### src/rtl/mips_debug_responder.sv
// mips_debug_responder: executes REQ_DATA debug reads and returns each word as LSB/MSB response frames.
module mips_debug_responder #(
  parameter int NB_CONTROL_FRAME = 32,
  parameter int NB_DATA          = 32,
  parameter int NB_ADDRESS       = 10,
  parameter int NB_INSTR_DATA    = 16
) (
  input  logic                        i_clock,
  input  logic                        i_reset,
  input  logic                        i_req_valid,
  input  logic [NB_CONTROL_FRAME-1:0] i_req_frame,
  output logic                        o_req_ready,
  output logic                        o_rd_en,
  output logic [NB_ADDRESS-1:0]       o_rd_sel,
  output logic [NB_INSTR_DATA-1:0]    o_rd_index,
  input  logic [NB_DATA-1:0]          i_rd_data,
  output logic                        o_frame_valid,
  output logic [NB_CONTROL_FRAME-1:0] o_frame_to_blaze,
  input  logic                        i_frame_ack
);
  localparam logic [5:0] REQ_DATA = 6'b000011;
  typedef enum logic [2:0] {IDLE, READ, CAPTURE, SEND_LSB, SEND_MSB, ERROR} state_t;
  state_t state;
  logic [2:0] word_cnt;
  logic [NB_INSTR_DATA-1:0] word_msb;
  logic [5:0] req_code;
  logic [NB_ADDRESS-1:0] req_type;
  logic [NB_INSTR_DATA-1:0] req_data;
  logic [2:0] req_count;
  logic use_data;
  logic bad_req;
  assign req_code = i_req_frame[NB_CONTROL_FRAME-1 -: 6];
  assign req_type = i_req_frame[NB_ADDRESS+NB_INSTR_DATA-1 -: NB_ADDRESS];
  assign req_data = i_req_frame[NB_INSTR_DATA-1:0];
  assign o_req_ready = (state == IDLE) & ~i_reset;
  always_comb begin
    req_count = 3'd0;
    case (req_type)
      10'h001, 10'h002, 10'h004, 10'h005, 10'h009, 10'h011, 10'h021, 10'h041: req_count = 3'd1;
      10'h008, 10'h040: req_count = 3'd2;
      10'h020: req_count = 3'd3;
      10'h010: req_count = 3'd4;
      default: req_count = 3'd0;
    endcase
  end
  assign use_data = (req_type == 10'h001) | (req_type == 10'h002) | (req_type == 10'h004);
  assign bad_req  = (req_count == 3'd0) | ((req_type == 10'h004) & (|req_data[NB_INSTR_DATA-1:5]));
  always_ff @(posedge i_clock) begin
    if (i_reset) begin
      state            <= IDLE;
      word_cnt         <= '0;
      word_msb         <= '0;
      o_rd_en          <= 1'b0;
      o_rd_sel         <= '0;
      o_rd_index       <= '0;
      o_frame_valid    <= 1'b0;
      o_frame_to_blaze <= '0;
    end else begin
      case (state)
        IDLE: if (i_req_valid && req_code == REQ_DATA) begin
          if (bad_req) begin
            state            <= ERROR;
            o_frame_valid    <= 1'b1;
            o_frame_to_blaze <= {6'b111111, req_type, {NB_INSTR_DATA{1'b1}}};
          end else begin
            state      <= READ;
            o_rd_en    <= 1'b1;
            o_rd_sel   <= req_type;
            o_rd_index <= use_data ? req_data : '0;
            word_cnt   <= 3'(req_count - 3'd1);
          end
        end
        READ: begin
          o_rd_en <= 1'b0;
          state   <= CAPTURE;
        end
        CAPTURE: begin
          word_msb         <= i_rd_data[NB_DATA-1 -: NB_INSTR_DATA];
          o_frame_valid    <= 1'b1;
          o_frame_to_blaze <= {4'b1100, 1'b0, 1'b0, o_rd_sel, i_rd_data[NB_INSTR_DATA-1:0]};
          state            <= SEND_LSB;
        end
        SEND_LSB: if (i_frame_ack) begin
          o_frame_to_blaze <= {4'b1100, word_cnt == 3'd0, 1'b1, o_rd_sel, word_msb};
          state            <= SEND_MSB;
        end
        SEND_MSB: if (i_frame_ack) begin
          o_frame_valid <= 1'b0;
          if (word_cnt != 3'd0) begin
            word_cnt   <= word_cnt - 3'd1;
            o_rd_index <= o_rd_index + 1'b1;
            o_rd_en    <= 1'b1;
            state      <= READ;
          end else begin
            state <= IDLE;
          end
        end
        ERROR: if (i_frame_ack) begin
          o_frame_valid <= 1'b0;
          state         <= IDLE;
        end
        default: state <= IDLE;
      endcase
    end
  end
endmodule

### config.mk
export PLATFORM = sky130hd
export DESIGN_NAME = mips_debug_responder
export DESIGN_NICKNAME = d
export VERILOG_FILES = /design/src/rtl/mips_debug_responder.sv
export SDC_FILE = /design/constraint.sdc
export NUM_CORES = 1
export LEC_CHECK = 0
export ABC_AREA = 0
export CAP_MARGIN = 20
export CORE_MARGIN = 3
export CORE_UTILIZATION = 47
export DETAILED_ROUTE_END_ITERATION = 12
export PLACE_DENSITY_LB_ADDON = 0.1
export SLEW_MARGIN = 30
export SYNTH_ARGS = -nofsm -noshare
export SYNTH_HDL_FRONTEND = slang
export SYNTH_SLANG_ARGS = --single-unit
### constraint.sdc
create_clock -name i_clock -period 3.3 [get_ports i_clock]
set_input_delay 0.66 -clock i_clock [delete_from_list [all_inputs] [get_ports i_clock]]
set_output_delay 0.66 -clock i_clock [all_outputs]
set_load 0.02 [all_outputs]
==> flow_summary.json <==
{
  "path_max_fanout": 7,
  "grt_overflow": 0,
  "cts_inserted_buffers": 9,
  "antenna_found_initial": 0,
  "syn_area_per_cell_um2": 8.40,
  "place_hpwl_um": 7470,
  "cap_violations": 0,
  "synth_top_flop_cell": "dfxtp_1",
  "critPathCaptureType": "register",
  "hold_viol": 0,
  "r2r_cells": 6,
  "finalCriticalPeriod_ps": 2990,
  "yosys_warnings": 0,
  "wl_per_cell_um": 14.9,
  "switching_share": 0.263,
  "vias_per_cell": 5.51,
  "grt_max_degree": 79,
  "finalPower_mw": 2.24,
  "layout-drive-gt1-share": 0.0967,
  "hold_buffers": 0,
  "clock_path_buffers": 2,
  "clk_pin_slew_ps": 90,
  "ys_ff_latch": 80,
  "drtIter0Drc": 188,
  "irDropWorstVdd_uv": 273,
  "worst_hold_slack_ps": 460,
  "num_vias": 3884,
  "clk_latency_ps": 350,
  "r2r_slack_ps": 710,
  "synth_edf_count": 0,
  "crit_end": "word_cnt[2]$_SDFFE_PP0P_",
  "grt_use_total": 0.215,
  "yosys-top-cells-count": "dfxtp_1, nor2_1, nand2_1",
  "drt_first_pass_iters": 4,
  "dieArea_mm2": 0.00974,
  "required_ps": 3570,
  "place.gp.congestion": 0.836,
  "ys_seq_area_frac": 0.397,
  "htree_levels": 3,
  "dp_cells": 689,
  "diodes": 0,
  "cts_tree": "yes",
  "core-area_mm2": 0.00830,
  "synthDistinctLibCells": 58,
  "pwr-share-comb": 0.176,
  "outcome": "finished, final reports clean",
  "setup.worst_path.start": "i_req_frame[20]",
  "max-slew-margin-rel": 0.382,
  "power.internal_mw": 1.65,
  "power_switching_mw": 0.590,
  "synth_most_common_cell": "dfxtp_1",
  "leakagePower_nw": 1.89,
  "cts_resized": 0,
  "num-fill-cells": 700,
  "r2r_start": "state[0]$_SDFFE_PP0P_",
  "clkPwrFrac": 0.367,
  "nNetsFinal": 665,
  "drtAntennaViolNets": 0,
  "fin_area_mm2": 0.00564,
  "tightest_slew_ps": 927,
  "syn_area_mm2": 0.00404,
  "drc": 0,
  "wirelength_um": 10500,
  "synthTopCellsByArea": "dfxtp_1, a211oi_1, nor2_1",
  "max_freq_mhz": 334,
  "die_h_um": 98.7,
  "finalSetupViolations": 0,
  "synth_cells": 481,
  "reg2reg_to": "o_rd_index[9]$_SDFFE_PP0P_",
  "port-buffer-count": 128,
  "worstSetupStartpointType": "input port",
  "die_w_um": 98.7,
  "grt_pass1_vias": 3707,
  "initial_utilization": 0.487,
  "area_delta_synth_final_pct": 39.7,
  "crit_type": "input port to register",
  "cts_sinks": 80,
  "root_buffer": "clkbuf_8",
  "seqPwrFrac": 0.457,
  "grt_pass1_wl_um": 17600,
  "power_density_mw_per_mm2": 397,
  "worstPathArrival_ps": 3260,
  "fin_skew_ps": 6.40,
  "yosysTopAreaCellShare": 0.397,
  "post_cts_buffers": 0,
  "final-instance-count-excl-fill": 705,
  "ys_async_sr_fraction": 0,
  "fin_tns_setup_ps": 0,
  "slew_violations": 0,
  "post-route-period-util": 0.907,
  "place_area_mm2": 0.00541,
  "syn-num-nets": 551,
  "yosysTopAreaCell": "dfxtp_1",
  "hold_class": "register to register",
  "rsz0062_at_grt": "no",
  "ios": 129,
  "rows": 33
}
## layout make-up
cell class	count	area, um^2	area share
well taps	105	131	0.0233
flip-flops and latches	80	1600	0.284
clock inverters	6	90.1	0.0160
clock buffers	10	138	0.0244
multi-input cells	357	2230	0.395
repair buffers	142	1430	0.254
inverters	5	18.8	0.00333
## through the flow
step,worst slack (ps),utilization
detailed placement,-10.9,0.652
global placement,109,0.652
global route,165,0.680
CTS,346,0.680
floorplan,646,-
finish,308,0.680
## power groups by stage
stage               sequential, mW  clock, mW  combinational (mW)
global placement              1.04          0               0.389
CTS                           1.02      0.829               0.398
global route                  1.03      0.877               0.428
detailed placement            1.05          0               0.396
floorplan                     1.07          0               0.180
finish                        1.02      0.822               0.394
## placed cells by master (no fill, tap or decap), types with 3 or more instances in the layout
cell             instances
nand3_1                 11
xnor2_1                  6
and2_1                   6
buf_12                   4
a311oi_1                 3
buf_4                   10
o31ai_1                  5
nor2_1                  66
nor3_1                   7
dfxtp_1                 80
inv_1                    4
o21ai_0                 12
nand2_1                 55
a21oi_1                 35
mux2i_1                 18
a22oi_1                  6
xor2_1                   3
and3_1                   4
or3_1                    3
o21ai_1                  3
a211oi_1                35
a211oi_2                18
clkdlybuf4s50_1        127
nor2b_1                 17
clkbuf_8                10
and4_1                   3
## per-layer routing
metal,vias to the layer above,share of wire,GRT usage
met5,-,0,0
met4,0,0.0094,0.0483
met3,8,0.072,0.0637
met2,114,0.47,0.345
met1,1807,0.45,0.287
li1,1955,-,-
## worst max-delay path, stage by stage
cell and delay [ps]:
clkdlybuf4s50_1 520, or3_1 460, o32ai_1 500, a21oi_1 140
a31o_2 260, ha_1 220, o311a_1 350, a21oi_1 150
## flip-flops by register name, summed over array words and instances (netlist names)
register and cells:
word_msb 16, word_cnt 3, o_rd_index 16, state 3
o_frame_valid 1, o_rd_sel 10, o_frame_to_blaze 30, o_rd_en 1
## how the worst min path moves through the flow
stage,depth (start not counted),endpoint,startpoint,slack (ps)
after CTS,2,word_msb[0]$_SDFFE_PP0N_,word_msb[0]$_SDFFE_PP0N_,460
after global placement,2,word_msb[3]$_SDFFE_PP0N_,word_msb[3]$_SDFFE_PP0N_,440
final,2,word_msb[5]$_SDFFE_PP0N_,word_msb[5]$_SDFFE_PP0N_,460
after global routing,2,word_msb[12]$_SDFFE_PP0N_,word_msb[12]$_SDFFE_PP0N_,480
after floorplan,2,word_msb[0]$_SDFFE_PP0N_,word_msb[0]$_SDFFE_PP0N_,440
after detailed placement,2,word_msb[5]$_SDFFE_PP0N_,word_msb[5]$_SDFFE_PP0N_,450
## kinds of logic (layout without fill, tap and decap cells)
group                    Yosys count  count (layout)  synth area share
AND/OR/NAND/NOR                  189             189             0.219
AO/OA/AOI/OAI                    139             139             0.263
flip-flops                        80              80             0.397
buffers and inverters             44             163            0.0511
multiplexers                      18              18            0.0446
XOR/XNOR                           9               9            0.0195
adder cells (fa/ha/maj)            2               2           0.00619
(Power assumes the default switching activity.)
==> RTL change, RTL diff (same settings) <==
Reset style: asynchronous (`i_reset`), changed in one clocked block.
--- a/src/rtl/mips_debug_responder.sv
+++ b/src/rtl/mips_debug_responder.sv
@@ -45,7 +45,7 @@
   end
   assign use_data = (req_type == 10'h001) | (req_type == 10'h002) | (req_type == 10'h004);
   assign bad_req  = (req_count == 3'd0) | ((req_type == 10'h004) & (|req_data[NB_INSTR_DATA-1:5]));
-  always_ff @(posedge i_clock) begin
+  always_ff @(posedge i_clock or posedge i_reset) begin
     if (i_reset) begin
       state            <= IDLE;
       word_cnt         <= '0;
Check against the original RTL: differs if i_reset is asserted again (counterexample within 4 cycles, from zero or initial values and one cycle with i_reset high); with i_reset held inactive, the same outputs for 10 cycles.
==> RTL change against the original RTL <==
- hold slack better by 0.042 ns
- final cell count decreased by 9.8%
- sequential cell count stayed put
- worst setup slack better by 0.20 ns
- wire length up 2.8%
- cell area is 2.5% higher
- synthesized area rose by 4.6%
Power is not compared: it rests on default switching activity, and its combinational part moved more than twofold at a synthesized area within 25%.
==> RTL change: results (changes against the original RTL) <==
Post-Synth Adder-Cell Area=0.5922% (was 0.6196%); worst hold path startpoint=o_frame_to_blaze[26] (was word_msb[5]); Yosys warnings=0 (unchanged); mux cell area share after synthesis=13.74% (was 4.461%); count of distinct cell types in the synthesized netlist=59 (was 58); ratio of cells with drive above 1 in the final layout=13.18% (was 9.667%); average wire per cell in the routed design=17.00 um (was 14.91 um); Max FO, Critical Path=30 (was 7); most frequent cells after synthesis=dfrtp_1 (80), nand2_1 (45), o21ai_0 (31) (was dfxtp_1 (80), nor2_1 (66), nand2_1 (55)); clock-pin slew on the worst setup and hold paths=0.09 ns (about the same); Post-Syn Nets=478 (was 551); registers with the most flip-flops=o_frame_to_blaze (30), o_rd_index (16), word_msb (16) (unchanged); actual transition at the worst max-transition pin=0.7196 ns (was 0.9267 ns); clock distribution power=0.875 mW; number of cells traversed by the worst register-to-register path=5 (was 6); Worst Hold Path Cells=1 (was 2); Critical R2R Launch=state[1] (was state[0]); Post-synth ARST share=100.0% (was 0%); instance area at placement=5540 um^2 (was 5414 um^2); ANT cells=0 (unchanged); CTS resizes=0 (unchanged); DPL Wire Length=7763 um (was 7468 um); first-pass GRT wire length=17830 um (was 17560 um); area share of xor/xnor cells in the synthesized design=0.4146% (was 1.952%); worst-case clock buffer depth=2 (unchanged); global placer's final weighted congestion=0.9224 (was 0.8356); register-to-register setup slack=0.73 ns (was 0.71 ns); hold path endpoint=o_frame_to_blaze[26] (was word_msb[5]); worst hold-check path type=flip-flop to flip-flop (unchanged); number of nets in the layout=596 (was 665); most used flip-flop cell after synthesis=dfrtp_1 (was dfxtp_1); H-tree levels=3 (unchanged); FF-to-FF End=word_cnt[0] (was o_rd_index[9]); via count of the routed design=3574 (was 3884); endpoint arrival time on the critical path=3.02 ns (was 3.26 ns); outcome=complete, no violations (unchanged); crit path capture=o_frame_to_blaze[25] (was word_cnt[2]); fraction of the mapped netlist area in compound gates=16.02% (was 26.27%); sequential element share of the synthesized area=47.38% (was 39.65%); largest net degree at the start of global routing=53 (was 79); drt initial violations=213 (was 188); All-Layer GR Usage=21.80% (was 21.51%); Max Clock Skew=0.008219 ns (was 0.006400 ns); worst setup path start=i_req_frame[21] (was i_req_frame[20]); synth top area cells=dfrtp_1 (47%), mux2_2 (6.4%), a2bb2oi_1 (4.4%), nand2_1 (4.0%), mux2i_1 (3.8%) (was dfxtp_1 (40%), a211oi_1 (6.5%), nor2_1 (6.1%), a211oi_2 (5.6%), nand2_1 (5.1%)); length of the first detailed-routing pass in iterations=4 (unchanged)
==> RTL change: changes by cell type after synthesis, moves of 11 or more <==
cell,delta
a211oi_1,-34
dfxtp_1,-80
nor2b_1,-15
a21oi_1,-11
clkbuf_1,-11
mux2_2,+24
a211oi_2,-18
a2bb2oi_1,+20
o21ai_0,+19
nor2_1,-40
dfrtp_1,+80
==> RTL change: metrics by stage <==
step / util, % / hold slack [ns] / worst slack, ns / power, mW / cells
final: 68.32 / 0.5027 / 0.5055 / 4.772 / 636
after global placement: 65.45 / 0.4724 / 0.2431 / 3.863 / 620
after floorplan: - / 0.4729 / 0.5883 / 3.122 / 408
after CTS: 68.32 / 0.5100 / 0.5362 / 4.824 / 636
after detailed placement: 65.45 / 0.4850 / 0.1770 / 3.926 / 620
after global routing: 68.32 / 0.5316 / 0.3304 / 5.070 / 636
==> RTL change: cell families (layout without fill, tap and decap cells) <==
kind of cell	count (synthesis)	after routing
fa+ha+maj	2	2
buf+inv	37	160
flops	80	80
xor+xnor	2	2
simple gates	134	134
compound gates	103	103
mux	50	50
==> RTL change: worst max-delay path, stage by stage <==
cell and delay, ns:
clkdlybuf4s50_1 0.60, xor2_1 0.25, o2111ai_1 0.31, o21ai_2 0.16, and3b_4 0.22, a211oi_4 0.24, buf_12 0.24, mux2_4 0.32
==> RTL change: final cells by class <==
class                           count  area, um^2
Sequential cell                    80        2002
Timing Repair Buffer              138        1381
Multi-Input combinational cell    291        2002
Fill cell                         670        2681
Tap cell                          105       131.4
Clock buffer                       10       127.6
Clock inverter                      6       115.1
Inverter                            6       23.77
==> RTL change: layer usage <==
metal	track usage (%)	share of wire [%]	vias to the layer above
li1	-	-	1710
met4	5.389	0.90	0
met3	5.536	5.6	10
met5	0	0	-
met2	37.11	51	96
met1	27.75	43	1758
